## src/rtl/state_mem_sequencer_pkg.sv

```systemverilog
// Shared definitions for the state memory sequencer.
// Holds the memory geometry (row/column widths, element counts), the view
// encoding used on mem_mode, the FSM state encoding and a helper that gives
// the last element index for a pass.
package state_mem_sequencer_pkg;

  localparam int ROW_W      = 25;  // slice view element width
  localparam int COL_W      = 64;  // lane view element width
  localparam int NUM_SLICES = 64;  // elements in a slice pass
  localparam int NUM_LANES  = 25;  // elements in a lane pass
  localparam int IDX_W      = 6;   // wide enough for 0..NUM_SLICES-1
  localparam int LANE_ADR_W = 5;   // column address width

  localparam logic MODE_LANE  = 1'b0;
  localparam logic MODE_SLICE = 1'b1;

  typedef enum logic [3:0] {
    ST_IDLE,
    ST_RD,
    ST_CAP,
    ST_SEND,
    ST_WAIT,
    ST_WR,
    ST_NEXT,
    ST_DUMP,
    ST_DONE
  } seq_state_e;

  // Index of the final element of a pass in the given view.
  function automatic logic [IDX_W-1:0] last_index(input logic mode,
                                                  input int   slices,
                                                  input int   lanes);
    return (mode == MODE_SLICE) ? IDX_W'(slices - 1) : IDX_W'(lanes - 1);
  endfunction

endpackage

```

## src/rtl/state_mem_sequencer_index_counter.sv

```systemverilog
// Element index counter for the state memory sequencer.
// Ports:
//   clk, rst_n - clock, asynchronous active-low reset
//   clr        - load zero (takes priority over inc)
//   inc        - advance by one
//   last_idx   - index of the final element of the current pass
//   idx        - current element index
//   last       - idx is the final element
module seq_index_counter
  import state_mem_sequencer_pkg::*;
(
  input  logic             clk,
  input  logic             rst_n,
  input  logic             clr,
  input  logic             inc,
  input  logic [IDX_W-1:0] last_idx,
  output logic [IDX_W-1:0] idx,
  output logic             last
);

  always_ff @(posedge clk or negedge rst_n) begin
    if (!rst_n) begin
      idx <= '0;
    end else if (clr) begin
      idx <= '0;
    end else if (inc) begin
      idx <= idx + 1'b1;
    end
  end

  assign last = (idx == last_idx);

endmodule

```

## src/rtl/state_mem_sequencer.sv

```systemverilog
// Initiator-side controller for the dual-view 64x25 state memory.
// Walks every element of one view (64 rows of 25 bits, or 25 columns of
// 64 bits): read it, send it to a processing element, take the result back
// and write it to the same address. Optionally pulses the dump strobe at
// the end of the pass.
// Ports:
//   start/pass_mode       - begin a pass (accepted only when idle), view select
//   busy/done             - pass in progress / one-cycle completion pulse
//   mem_mode              - memory view select (0 lane, 1 slice)
//   mem_adr25..mem_out25  - slice view port
//   mem_adr64..mem_out64  - lane view port
//   mem_wr_file           - memory dump strobe
//   pe_data_o/valid_o/ready_i - element towards the PE
//   pe_data_i/valid_i/ready_o - result from the PE
// Handshake: a transfer happens on a rising edge where valid and ready are
// both high. The sender keeps valid and data stable until that edge; the
// receiver may hold ready low for any number of cycles.
module state_mem_sequencer
  import state_mem_sequencer_pkg::*;
#(
  parameter int SLICES       = NUM_SLICES,
  parameter int LANES        = NUM_LANES,
  parameter int DUMP_ON_DONE = 1
) (
  input  logic                  clk,
  input  logic                  rst_n,
  input  logic                  start,
  input  logic                  pass_mode,
  output logic                  busy,
  output logic                  done,
  output logic                  mem_mode,
  output logic [IDX_W-1:0]      mem_adr25,
  output logic [ROW_W-1:0]      mem_in25,
  output logic                  mem_r25,
  output logic                  mem_w25,
  input  logic [ROW_W-1:0]      mem_out25,
  output logic [LANE_ADR_W-1:0] mem_adr64,
  output logic [COL_W-1:0]      mem_in64,
  output logic                  mem_r64,
  output logic                  mem_w64,
  input  logic [COL_W-1:0]      mem_out64,
  output logic                  mem_wr_file,
  output logic [COL_W-1:0]      pe_data_o,
  output logic                  pe_valid_o,
  input  logic                  pe_ready_i,
  input  logic [COL_W-1:0]      pe_data_i,
  input  logic                  pe_valid_i,
  output logic                  pe_ready_o
);

  seq_state_e       state_q, state_d;
  logic             mode_q;
  logic [COL_W-1:0] data_q;
  logic [COL_W-1:0] res_q;
  logic [IDX_W-1:0] idx;
  logic             idx_last;
  logic             idx_clr;
  logic             idx_inc;
  logic             slice;
  logic             elem_phase;

  seq_index_counter u_index (
    .clk      (clk),
    .rst_n    (rst_n),
    .clr      (idx_clr),
    .inc      (idx_inc),
    .last_idx (last_index(mode_q, SLICES, LANES)),
    .idx      (idx),
    .last     (idx_last)
  );

  // ---------------- state register and latched pass data ----------------
  always_ff @(posedge clk or negedge rst_n) begin
    if (!rst_n) begin
      state_q <= ST_IDLE;
      mode_q  <= MODE_LANE;
      data_q  <= '0;
      res_q   <= '0;
    end else begin
      state_q <= state_d;
      if (state_q == ST_IDLE && start) begin
        mode_q <= pass_mode;
      end
      // Slice elements are zero-extended so the PE always sees a 64-bit word.
      if (state_q == ST_CAP) begin
        data_q <= (mode_q == MODE_SLICE) ? {{(COL_W-ROW_W){1'b0}}, mem_out25}
                                         : mem_out64;
      end
      if (state_q == ST_WAIT && pe_valid_i) begin
        res_q <= (mode_q == MODE_SLICE) ? {{(COL_W-ROW_W){1'b0}}, pe_data_i[ROW_W-1:0]}
                                        : pe_data_i;
      end
    end
  end

  // ---------------- next state ----------------
  always_comb begin
    state_d = state_q;
    idx_clr = 1'b0;
    idx_inc = 1'b0;
    unique case (state_q)
      ST_IDLE: begin
        if (start) begin
          idx_clr = 1'b1;
          state_d = ST_RD;
        end
      end
      ST_RD:   state_d = ST_CAP;
      ST_CAP:  state_d = ST_SEND;
      ST_SEND: if (pe_ready_i) state_d = ST_WAIT;
      ST_WAIT: if (pe_valid_i) state_d = ST_WR;
      ST_WR:   state_d = ST_NEXT;
      ST_NEXT: begin
        if (idx_last) begin
          state_d = (DUMP_ON_DONE != 0) ? ST_DUMP : ST_DONE;
        end else begin
          idx_inc = 1'b1;
          state_d = ST_RD;
        end
      end
      ST_DUMP: state_d = ST_DONE;
      ST_DONE: state_d = ST_IDLE;
      default: state_d = ST_IDLE;
    endcase
  end

  // ---------------- outputs ----------------
  // All outputs decode from registered state, so an asynchronous reset
  // clears every enable immediately and no write can follow it.
  assign slice      = (mode_q == MODE_SLICE);
  // The address is held for the whole element, including the settle cycle
  // after the write, and only on the port of the active view.
  assign elem_phase = (state_q == ST_RD)   || (state_q == ST_CAP) ||
                      (state_q == ST_SEND) || (state_q == ST_WAIT) ||
                      (state_q == ST_WR)   || (state_q == ST_NEXT);

  always_comb begin
    busy        = (state_q != ST_IDLE) && (state_q != ST_DONE);
    done        = (state_q == ST_DONE);
    mem_mode    = mode_q;
    mem_wr_file = (state_q == ST_DUMP);

    mem_adr25 = (elem_phase && slice)  ? idx : '0;
    mem_adr64 = (elem_phase && !slice) ? idx[LANE_ADR_W-1:0] : '0;

    mem_r25 = ((state_q == ST_RD) || (state_q == ST_CAP)) && slice;
    mem_r64 = ((state_q == ST_RD) || (state_q == ST_CAP)) && !slice;
    mem_w25 = (state_q == ST_WR) && slice;
    mem_w64 = (state_q == ST_WR) && !slice;

    mem_in25 = mem_w25 ? res_q[ROW_W-1:0] : '0;
    mem_in64 = mem_w64 ? res_q : '0;

    pe_valid_o = (state_q == ST_SEND);
    pe_data_o  = (state_q == ST_SEND) ? data_q : '0;
    pe_ready_o = (state_q == ST_WAIT);
  end

endmodule

```

## config.mk

```make
export PLATFORM = sky130hd
export DESIGN_NAME = state_mem_sequencer
export DESIGN_NICKNAME = d
export VERILOG_FILES = /design/src/rtl/state_mem_sequencer_pkg.sv /design/src/rtl/state_mem_sequencer_index_counter.sv /design/src/rtl/state_mem_sequencer.sv
export SDC_FILE = /design/constraint.sdc
export NUM_CORES = 1
export LEC_CHECK = 0
export BUFFER_PORTS_ARGS = -buffer_cell sky130_fd_sc_hd__buf_2
export CORE_MARGIN = 3
export CORE_UTILIZATION = 30
export CTS_CLUSTER_DIAMETER = 30
export DETAILED_ROUTE_END_ITERATION = 8
export GPL_TIMING_DRIVEN = 0
export SYNTH_ARGS = -nofsm -noshare
export SYNTH_HDL_FRONTEND = slang
export SYNTH_SLANG_ARGS = --single-unit
```

## constraint.sdc

```tcl
create_clock -name clk -period 1.7 [get_ports clk]
set_input_delay 0 -clock clk [delete_from_list [all_inputs] [get_ports clk]]
set_output_delay 0 -clock clk [all_outputs]
set_load 0.03 [all_outputs]
```

# [After elaboration in Yosys (flattened, before gate mapping)]
# Index checks and enable logic that the tools add are counted.
[op_classes] n_addsub=1 n_eq_ne=13 muxes=19 reduce_logical=19
[op_table] op="two-way mux 64 bit" n=4
[op_table] op="one-hot mux 4 bit (8 select lines)" n=1
[op_table] op="two-way mux 25 bit" n=1
[op_table] op="two-way mux 6 bit" n=4
[op_table] op="== test 4 x 3 -> 1 bit (second input constant)" n=4
[op_table] op="two-way mux 4 bit" n=3
[op_table] op="logical AND 1 bit" n=9
[op_table] op="== test 4 x 2 -> 1 bit (second input constant)" n=2
[op_table] op="adder 6 x 1 -> 6 bit (second input constant)" n=1
[op_table] op="== test 6 bit" n=1
[op_table] op="logical OR 1 bit" n=5
[op_table] op="two-way mux 5 bit" n=1
[op_table] op="== test 4 x 1 -> 1 bit (second input constant)" n=1
[op_table] op="== test 4 bit (second input constant)" n=1
[op_table] op="zero test 4 bit" n=1
[op_table] op="two-way mux 1 bit" n=4
[op_table] op="inequality test 2 bit (second input constant)" n=2
[op_table] op="inequality test 4 bit (second input constant)" n=1
[op_table] op="nonzero test 4 bit" n=1
[op_table] op="two-way mux 3 bit" n=1
[op_table] op="AND reduction 3 bit" n=1
[op_table] op="inequality test 2 x 1 -> 1 bit (second input constant)" n=1
[op_table] op="nonzero test 2 bit" n=1
[op_table] op="zero test 1 bit" n=1
[word_totals] ff_bits=139 in_bits=159 word_cells=57

# [Depth between registers and ports, before layout]
# Gate-level depths: netlist of the first run.
[depth] ltp_word=8 mapped_depth=8 mapped_depth_nobuf=4

# [Modules after synthesis]
# A second synthesis of the first run with hierarchy kept.
[hier_totals] hier_cells=722 area_unflattened_um2=7134.3
[modules_own_cells] module="state_mem_sequencer" n_inst=1 cells_each=690 area_per_inst_um2=6801.5 seq_area_each_um2=3328.2
[modules_own_cells] module="seq_index_counter" n_inst=1 cells_each=32 area_per_inst_um2=332.8 seq_area_each_um2=150.1

# [Worst setup path before layout of the first run]
# No wires, ideal clock.
[synth_timing] kind="register to output" from="reg state_q[3]" to="out mem_in25[15]" arrival_ns=1.924 slack_ns=-0.224 stages_incl_launch_ff=7 path_cell_list="dfrtp_1 -> clkbuf_1 -> nor2b_1 -> nand2_1 -> nor2_1 -> clkbuf_1 -> and2_1"
[synth_between] elab_chain_len=3
[synth_rtl] element="start: declaration" line="state_mem_sequencer.sv:51" text="seq_state_e state_q, state_d;"
[synth_rtl] element="start signal: assignment" line="state_mem_sequencer.sv:80" text="state_q <= state_d;"
[synth_rtl] element="== test 4 x 3 -> 1 bit" line="state_mem_sequencer.sv:148" text="mem_w25 = (state_q == ST_WR) && slice;"
[synth_rtl] element="logical AND 1 bit" line="state_mem_sequencer.sv:148"
[synth_rtl] element="via mem_w25" line="state_mem_sequencer.sv:35" text="output logic mem_w25,"
[synth_rtl] element="two-way mux 25 bit" line="state_mem_sequencer.sv:151" text="mem_in25 = mem_w25 ? res_q[ROW_W-1:0] : '0;"
[synth_rtl] element="end: declaration" line="state_mem_sequencer.sv:33" text="output logic [ROW_W-1:0] mem_in25,"
# The timed path passes the listed nets, and every way through them passes these cells.

# [Worst setup path after layout of the first run]
[layout_timing] from="reg state_q[1]" to="out mem_adr64[3]"
[layout_between] elab_chain_len=8
[layout_rtl] element="== test 4 x 1 -> 1 bit or == test 4 x 2 -> 1 bit (tied branches)" line="state_mem_sequencer.sv:133" text="assign elem_phase = (state_q == ST_RD) || (state_q == ST_CAP) ||"
[layout_rtl] element="logical OR 1 bit (2 in series)" line="state_mem_sequencer.sv:133"
[layout_rtl] element="logical OR 1 bit (2 in series)" line="state_mem_sequencer.sv:134" text="(state_q == ST_SEND) || (state_q == ST_WAIT) ||"
[layout_rtl] element="logical OR 1 bit *" line="state_mem_sequencer.sv:135" text="(state_q == ST_WR) || (state_q == ST_NEXT);"
[layout_rtl] element="logical AND 1 bit *" line="state_mem_sequencer.sv:144" text="mem_adr64 = (elem_phase && !slice) ? idx[LANE_ADR_W-1:0] : '0;"
[layout_rtl] element="two-way mux 5 bit *" line="state_mem_sequencer.sv:144"
[layout_rtl] element="end: declaration" line="state_mem_sequencer.sv:37" text="output logic [LANE_ADR_W-1:0] mem_adr64,"
# Every way passes the cells marked *; elsewhere a longest branch is shown, timed or not.

==> flow_summary.toml, run 1 <==
[layout]
fin_cells = 1599
area_growth_pct = 86.0
seqCellArea_sq_um = 3480
num-fill-cells = 1812
final_cell_mix = "nand2_1, buf_2, dlygate4sd3_1"
final_common_cell = "nand2_1"
multi_input_comb_area_sq_um = 3530
num-nets-final = 1467
n_antenna_cell = 0
drive_gt1_frac = 0.415

[sta]
worst_slew_pin_slew_ns = 0.724
slew_headroom = 0.518
worst_slack_ns = -0.260
rsz0062_at_grt = "true"
finalHoldViolCount = 0
timing.final.max_slew_violations = 0
setup_violations = 236
fin_crit_sh = 1.15
setup_tns_ns = -32.12
finClkSkew_ns = 0.0127
finalCriticalPeriod_ns = 1.96
max_freq_mhz = 510

[worst_setup_path]
rr_startpoint = "state_q[1]"
crit_path_max_fanout = 5
r2r_slack_ns = -0.19
crit_path_start_kind = "flip-flop"
worstReg2RegEnd = "res_q[21]"
required_ns = 1.70
startpoint = "state_q[1]"
crit_type = "reg -> out"
arrival_ns = 1.96
ff2ff_path_depth = 6
end_kind = "primary output"
cp-endpoint = "mem_adr64[3]"

[drt]
drcViolationCount = 0
vias_per_cell = 4.75
drt_iter0_markers = 335
drt_pre_antenna_iters = 5
wirelength_um = 27500
vias = 7594
avgRoutedWirePerCell_um = 17.2
ant_nets = 0

[synth]
syn_area_sq_um = 6910
synth_edf_count = 0
synth-main-ff-cell = "dfrtp_1"
syn-num-nets = 925
synth_seq_cells = 139
ys_async_sr_fraction = 1.00
yosys_warnings = 0
ys_types = 33
synthCells = 765
synth_area_per_cell_sq_um = 9.03
yosysSeqAreaShare = 0.504

[global_routing]
grt_remaining_overflow = 0
antenna_found_initial = 0
grt_max_degree = 71
grt_pass1_vias = 7931
grt_use_total = 0.211
grt_pass1_wl_um = 41500

[floorplan]
num_rows = 54
core-area_sq_um = 22200
die_w_um = 158
ios = 333
die_h_um = 158
dieArea_sq_um = 24900
start_util = 0.311

[placement]
port_buffers = 332
placedCellCount = 1378
finalWeightedCongestion = 0.823
dp_hpwl_um = 17500

[cts]
cts.sinks = 139
htree_num_levels = 4
clockBufferDepth = 2
cts_buffers = 17
insertion_delay_ns = 0.42
clk_pin_slew_ns = 0.07
clockRootBuffer = "clkbuf_16"
cts_tree = "built"

[power_and_ir_drop]
ir_worst_vdd_mv = 0.838
total_power_uw = 18700
p_leak_uw = 0.00639
power_density_nw_per_um2 = 1450

[outcome]
violations = "negative setup slack"
status = "complete, but fails checks"

[min_path]
min_path_type = "in -> reg"

[job]
maxCapViolCount = 0
[per-layer routing]
| metal | track usage | share of wire | wire [um] | up-vias |
|---|---|---|---|---|
| li1 | - | - | - | 3571 |
| met1 | 0.245 | 0.40 | 11000 | 3632 |
| met2 | 0.372 | 0.50 | 13700 | 337 |
| met3 | 0.0549 | 0.076 | 2100 | 54 |
| met4 | 0.0843 | 0.029 | 809 | 0 |
| met5 | 0 | 0 | 0 | - |
[critical path: stages, from the launching register on]
cell and delay (ns):
dfrtp_2 0.47, buf_6 0.15, and3_4 0.18, nor4_4 0.34
and2_1 0.24, buf_6 0.15
[how the worst min path moves through the flow]
| stage | startpoint | endpoint | slack (ns) | depth (start not counted) |
|---|---|---|---|---|
| 4_1_cts | pe_valid_i | state_q[0] | 0.02 | 5 |
| 3_5_place_dp | rst_n | res_q[40] | 0.07 | 1 |
| 6_report | pe_valid_i | state_q[0] | 0.06 | 5 |
| 5_1_grt | pe_valid_i | state_q[0] | 0.06 | 5 |
| 3_3_place_gp | pe_data_i[8] | res_q[8] | 0.21 | 2 |
| 2_1_floorplan | rst_n | data_q[0] | -0.30 | 0 |
[synthesized netlist by cell type (2+ instances only)]
library cell    n  area share
o21ai_1        74       0.054
o21ai_0        32       0.023
mux2i_1        31       0.045
nor2_1         11      0.0060
buf_2          11      0.0080
inv_1           3      0.0016
and2_1        167        0.15
a21oi_1         3      0.0022
mux2_1         25       0.041
and3_1          2      0.0018
and4_1          3      0.0038
nand3_1         4      0.0029
nor4_1          3      0.0027
nor2b_1         6      0.0054
nor3_1          2      0.0014
nand2_1       191        0.10
dfrtp_1       139        0.50
buf_1           6      0.0033
clkbuf_1       38       0.021
[area by class of cell]
type / instances / area share
inverter: 4 / 0.00136
timing repair buffer: 525 / 0.344
clock inverter: 14 / 0.0144
buffer: 53 / 0.0334
sequential: 139 / 0.271
tap: 280 / 0.0273
multi-input combinational: 567 / 0.275
clock buffer: 17 / 0.0331
[stage by stage]
| step | hold WS, ns | utilization | worst slack (ns) | area, sq um |
|---|---|---|---|---|
| after global routing | 0.0629 | 0.578 | -0.352 | 12800 |
| after global placement | 0.213 | 0.404 | -1.50 | 8990 |
| final | 0.0622 | 0.578 | -0.260 | 12800 |
| after floorplan | -0.296 | - | -0.0117 | 6970 |
| after CTS | 0.0218 | 0.566 | -0.272 | 12600 |
| after detailed placement | 0.0682 | 0.406 | -0.899 | 9020 |
[state kept, by name, indices dropped and copies added, names as in the netlist]
| register | count |
|---|---|
| u_index.idx | 6 |
| mem_mode | 1 |
| data_q | 64 |
| res_q | 64 |
| state_q | 4 |
[repair_timing]
item / in CTS / in global routing
setup endpoints to repair: 307 / 290
setup buffers: 19 / 12
resized for setup: 398 / 67
endpoints found under the hold margin: 200 / 0
gates cloned: 3 / 2
hold buffers: 157 / 0
pin swaps: 31 / 29
[power breakdown]
part | switching (uW) | total (uW) | internal (uW)
Sequential | 918 | 5710 | 4790
Clock | 1570 | 3920 | 2340
Combinational | 5270 | 9060 | 3790
[cells by family after synthesis]
kind of cell             Yosys count  share of synthesized area
adder cells (fa/ha/maj)            1                    0.00181
AND/OR/NAND/NOR                  397                      0.290
buffers and inverters             59                     0.0341
multiplexers                      57                     0.0873
AO/OA/AOI/OAI                    112                     0.0835
flip-flops                       139                      0.504
No activity file was read; power rests on OpenSTA's default activity.
==> inputs of run 2 (changes only) <==
BUFFER_PORTS_ARGS = default   (was -buffer_cell sky130_fd_sc_hd__buf_2)
DONT_BUFFER_PORTS = 1   (was default)
SLEW_MARGIN = 30   (was default)
==> flow_summary.toml, run 2 (synthesized netlist as in run 1, its figures left out) <==
[drt]
wl_met3_um = 2040
wl_met2_um = 12800
drcViolationCount = 0
avgRoutedWirePerCell_um = 20.0
wirelength_um = 25600
ant_nets = 0
routedLengthMet1_um = 10100
routed.top_layer = "met4"
drt_pre_antenna_iters = 4
vias_per_cell = 4.99
vias = 6378
drt_iter0_markers = 357

[cts]
cts_hold_buf = 157
cts_tree = "built"
insertion_delay_ns = 0.42
clk_pin_slew_ns = 0.07
clockBufferDepth = 2
cts_buffers = 17
cts.sinks = 139
clockRootBuffer = "clkbuf_16"
htree_num_levels = 4

[worst_setup_path]
required_ns = 1.70
end_kind = "primary output"
crit_path_max_fanout = 8
crit_path_start_kind = "flip-flop"
arrival_ns = 1.89
crit_type = "reg -> out"

[placement]
dpl_cell_area_sq_um = 7320
dp_hpwl_um = 16100
port_buffers = 0
placedCellCount = 1045
finalWeightedCongestion = 0.772
dpl_worst_slack_ns = -0.912

[global_routing]
grt_pass1_wl_um = 36300
grt_pass1_vias = 6474
antenna_found_initial = 0
grt_max_degree = 140
grt_remaining_overflow = 0
grt_use_total = 0.188

[power_and_ir_drop]
p_leak_uw = 0.00503
power_density_nw_per_um2 = 1750
ir_worst_vdd_mv = 0.928

[job]
maxCapViolCount = 0

[sta]
worst_slew_pin_slew_ns = 0.615
whs_ns = -0.722
finClkSkew_ns = 0.0111
slew_headroom = 0.590
max_freq_mhz = 530
setup_violations = 271
worst_slack_ns = -0.188
rsz0062_at_grt = "true"
finalCriticalPeriod_ns = 1.89
timing.final.max_slew_violations = 0
fin_crit_sh = 1.11
finalHoldViolCount = 139

[layout]
largest_registers = "data_q x64, res_q x64, u_index.idx x6"
drive_gt1_frac = 0.317
num-fill-cells = 1962
area_growth_pct = 58.7
num-nets-final = 1145
design_area_sq_um = 11000
fin_util = 0.493
final_cell_mix = "nand2_1, and2_4, dlygate4sd3_1"
final_common_cell = "nand2_1"
fin_cells = 1279

[floorplan]
die_h_um = 158
num_rows = 54
dieArea_sq_um = 24900
die_w_um = 158
core-area_sq_um = 22200
ios = 333
start_util = 0.311

[outcome]
status = "complete, but fails checks"
violations = "negative hold slack, negative setup slack"

[min_path]
min_path_type = "in -> async"
-- run 2: final cells by class --
class | instances | area (sq um) | area share
antenna | 1 | 2.50 | 0.000228
buffer | 53 | 524 | 0.0478
clock buffer | 19 | 453 | 0.0413
clock inverter | 13 | 180 | 0.0164
inverter | 4 | 22.5 | 0.00205
multi-input combinational | 567 | 3770 | 0.344
sequential | 139 | 3490 | 0.318
tap | 280 | 350 | 0.0319
timing repair buffer | 203 | 2180 | 0.198
-- run 2: critical path, stage by stage (launching register included) --
cell,delay (ns)
dfrtp_2,0.48
nand2_4,0.09
nor3_4,0.23
buf_12,0.15
buf_12,0.16
clkbuf_16,0.16
and2_4,0.20
-- run 2: timing repair --
action,CTS,global route
gates cloned,2,13
gates resized for setup,379,54
setup endpoints to repair,308,305
pin swaps,15,20
endpoints found under the hold margin,271,139
buffers inserted,19,12
-- run 2: power breakdown --
group	switching (uW)	leakage [uW]	internal (uW)
Combinational	5340	0.00296	4030
Sequential	1020	0.00176	4790
Clock	1600	0.000305	2440
Total	7960	0.00503	11300
-- run 2: layer usage --
metal | GRT usage | up-vias
met2 | 0.328 | 299
li1 | - | 2937
met4 | 0.0587 | 0
met5 | 0 | -
met1 | 0.220 | 3103
met3 | 0.0588 | 39
-- run 2: worst paths after layout --
| check | startpoint | to | slack (ns) | depth (start not counted) |
|---|---|---|---|---|
| max | state_q[1] | pe_data_o[31] | -0.19 | 6 |
| min | rst_n | res_q[26] | -0.72 | 0 |
| max reg2reg | state_q[1] | data_q[5] | -0.17 | 7 |
| min reg2reg | res_q[41] | res_q[41] | 0.48 | 2 |
| max in group asynchronous | rst_n | mem_mode | 2.22 | 0 |
| min in group clk | start | u_index.idx[2] | 0.04 | 3 |
-- run 2: stage by stage --
stage                     TNS, ns  total power [uW]  hold WS [ns]
after floorplan           -0.0117             10300        -0.296
after global placement    -149.40             11800        -0.293
after detailed placement  -148.58             11900        -0.292
after CTS                  -29.92             18200        -0.746
after global routing       -60.50             20400        -0.760
final                      -27.44             19200        -0.722
==> inputs of run 3 (changes only) <==
SYNTH_HIERARCHICAL = 1   (was default)
==> flow_summary.toml, run 3 <==
[global_routing]
grt_pass1_wl_um = 40800
antenna_found_initial = 0
grt_remaining_overflow = 0
grt_use_total = 0.204
grt_max_degree = 140
grt_pass1_vias = 6917

[layout]
fin_util = 0.552
drive_gt1_frac = 0.531
largest_registers = "data_q x64, res_q x64, u_index/idx x6"
area_growth_pct = 77.8
n_antenna_cell = 0
design_area_sq_um = 12700
final_common_cell = "dlygate4sd3_1"
final_cell_mix = "dlygate4sd3_1, and2_4, dfrtp_1"
num-nets-final = 1144

[power_and_ir_drop]
power_density_nw_per_um2 = 1800
ir_worst_vdd_mv = 1.15
comb_power_share = 0.560
p_leak_uw = 0.00576
power_switching_uw = 9220
p_seq_frac = 0.264
p_sw_frac = 0.404
power.internal_uw = 13600
clkPwrFrac = 0.176

[worst_setup_path]
arrival_ns = 2.00
crit_type = "reg -> out"
path_buf_inv = 4
slowest_delay_ns = 0.53
end_kind = "primary output"
critical_path.top_delay_family = "buffers and inverters"
crit_chain = "buf_8, nor3_4, buf_12, clkbuf_16, clkbuf_8, and2_4"
crit_path_max_fanout = 6
crit_path_start_kind = "flip-flop"
crit_slowest_cell = "dfrtp_2"
required_ns = 1.70

[drt]
avgRoutedWirePerCell_um = 21.6
drt_pre_antenna_iters = 4
ant_nets = 0
drt_iter0_markers = 335
vias = 6453
vias_per_cell = 4.93
drcViolationCount = 0
wirelength_um = 28300

[sta]
worst_slack_ns = -0.299
finClkSkew_ns = 0.0116
finalHoldViolCount = 139
timing.final.max_slew_violations = 0
max_freq_mhz = 500
worst_slew_pin_slew_ns = 0.611
finalCriticalPeriod_ns = 2.00
fin_crit_sh = 1.18
rsz0062_at_grt = "true"
slew_headroom = 0.592
whs_ns = -0.723
setup_violations = 294

[synth]
ys_async_sr_fraction = 1.00
synth_area_per_cell_sq_um = 9.88
ys_types = 37
synth-main-ff-cell = "dfrtp_1"
synth_compound_gate_area_share = 0.0538
yosysSeqAreaShare = 0.488
synth_area_leaders = "dfrtp_1, and2_1, mux2_2"
synthAdderAreaFrac = 0.00175
yosys_warnings = 6
yosys.area.top_type_share = 0.488
synthCells = 722
yosysTopAreaCell = "dfrtp_1"
yosys.area_share.simple = 0.265
syn_area_sq_um = 7130
synth_edf_count = 0
synth_top_family_by_area = "simple AND/OR/NAND/NOR gates"
post-synth-top-count-cell = "and2_1"
synth_seq_cells = 139
synth.top_cells.by_count = "and2_1, dfrtp_1, nand2_1"
synthMuxAreaShare = 0.139
synth_xor_area_frac = 0.0135

[cts]
cts_tree = "built"
clockRootBuffer = "clkbuf_16"
cts.sinks = 139
clk_pin_slew_ns = 0.07
insertion_delay_ns = 0.41
cts_buffers = 17
cts_hold_buf = 157
htree_num_levels = 4
clockBufferDepth = 2

[floorplan]
ios = 333
start_util = 0.310
die_w_um = 160
dieArea_sq_um = 25700
num_rows = 55
core-area_sq_um = 23000
die_h_um = 160

[outcome]
violations = "negative hold slack, negative setup slack"
status = "complete, but fails checks"

[placement]
dpl_cell_area_sq_um = 7550
dpl_worst_slack_ns = -0.894
finalWeightedCongestion = 0.766
dp_hpwl_um = 15600
port_buffers = 0

[min_path]
min_path_type = "in -> async"

[job]
maxCapViolCount = 0
==> run 3: kinds of logic (layout without fill, tap and decap cells) <==
kind of cell | count (synthesis) | after routing
other | 1 | 2
AND/OR/NAND/NOR | 349 | 350
AO/OA/AOI/OAI | 74 | 74
flip-flops | 139 | 139
XOR/XNOR | 11 | 11
multiplexers | 91 | 91
adder cells (fa/ha/maj) | 1 | 1
buffers and inverters | 56 | 329
==> run 3: final timing paths <==
kind,start,endpoint,slack [ns],cells past startpoint
hold reg to reg,data_q[48],data_q[48],0.48,2
max in group asynchronous,rst_n,mem_mode,1.99,0
setup / recovery,mem_mode,mem_in64[43],-0.30,6
setup reg to reg,state_q[3],data_q[10],-0.16,7
min in group clk,pe_valid_i,res_q[12],0.15,4
hold / removal,rst_n,data_q[39],-0.72,0
==> run 3: timing repair <==
action / CTS / global route
gates resized for setup: 522 / 211
hold endpoints to repair: 277 / 139
endpoints found under the setup margin: 301 / 291
pin swaps: 79 / 57
buffers inserted: 31 / 24
cloned: 23 / 11
==> run 3: final cells by class <==
cell class                      instances  area (sq um)
Clock inverter                         13           176
Clock buffer                           19           453
Multi-Input combinational cell        529          4510
Fill cell                            1843         10300
Inverter                                3          18.8
Tap cell                              313           392
Buffer                                 52           895
Sequential cell                       139          3480
Timing Repair Buffer                  242          2760
==> run 3: layer usage <==
metal	routed length (um)	vias up	share of wire	GRT usage
li1	-	2895	-	-
met1	10600	3195	0.37	0.222
met2	14700	307	0.52	0.369
met3	1940	56	0.069	0.0594
met4	1040	0	0.037	0.0848
met5	0	-	0	0
==> run 3: power groups by stage <==
| stage | combinational [uW] | clock, uW | sequential (uW) |
|---|---|---|---|
| after floorplan | 5140 | 0 | 5320 |
| after global placement | 6290 | 0 | 5530 |
| after detailed placement | 6390 | 0 | 5610 |
| after CTS | 10400 | 4130 | 5730 |
| after global routing | 13500 | 4250 | 6180 |
| final | 12800 | 4010 | 6030 |
==> run 3: through the flow <==
step                      setup TNS (ns)  total power [uW]  cells  hold slack, ns
final                             -43.86             22800   1310          -0.723
after global routing              -66.75             23900   1310          -0.756
after CTS                         -42.25             20200   1279          -0.751
after detailed placement         -101.71             12000   1036          -0.292
after global placement            -98.77             11800   1036          -0.291
after floorplan                    -1.58             10500    723          -0.296
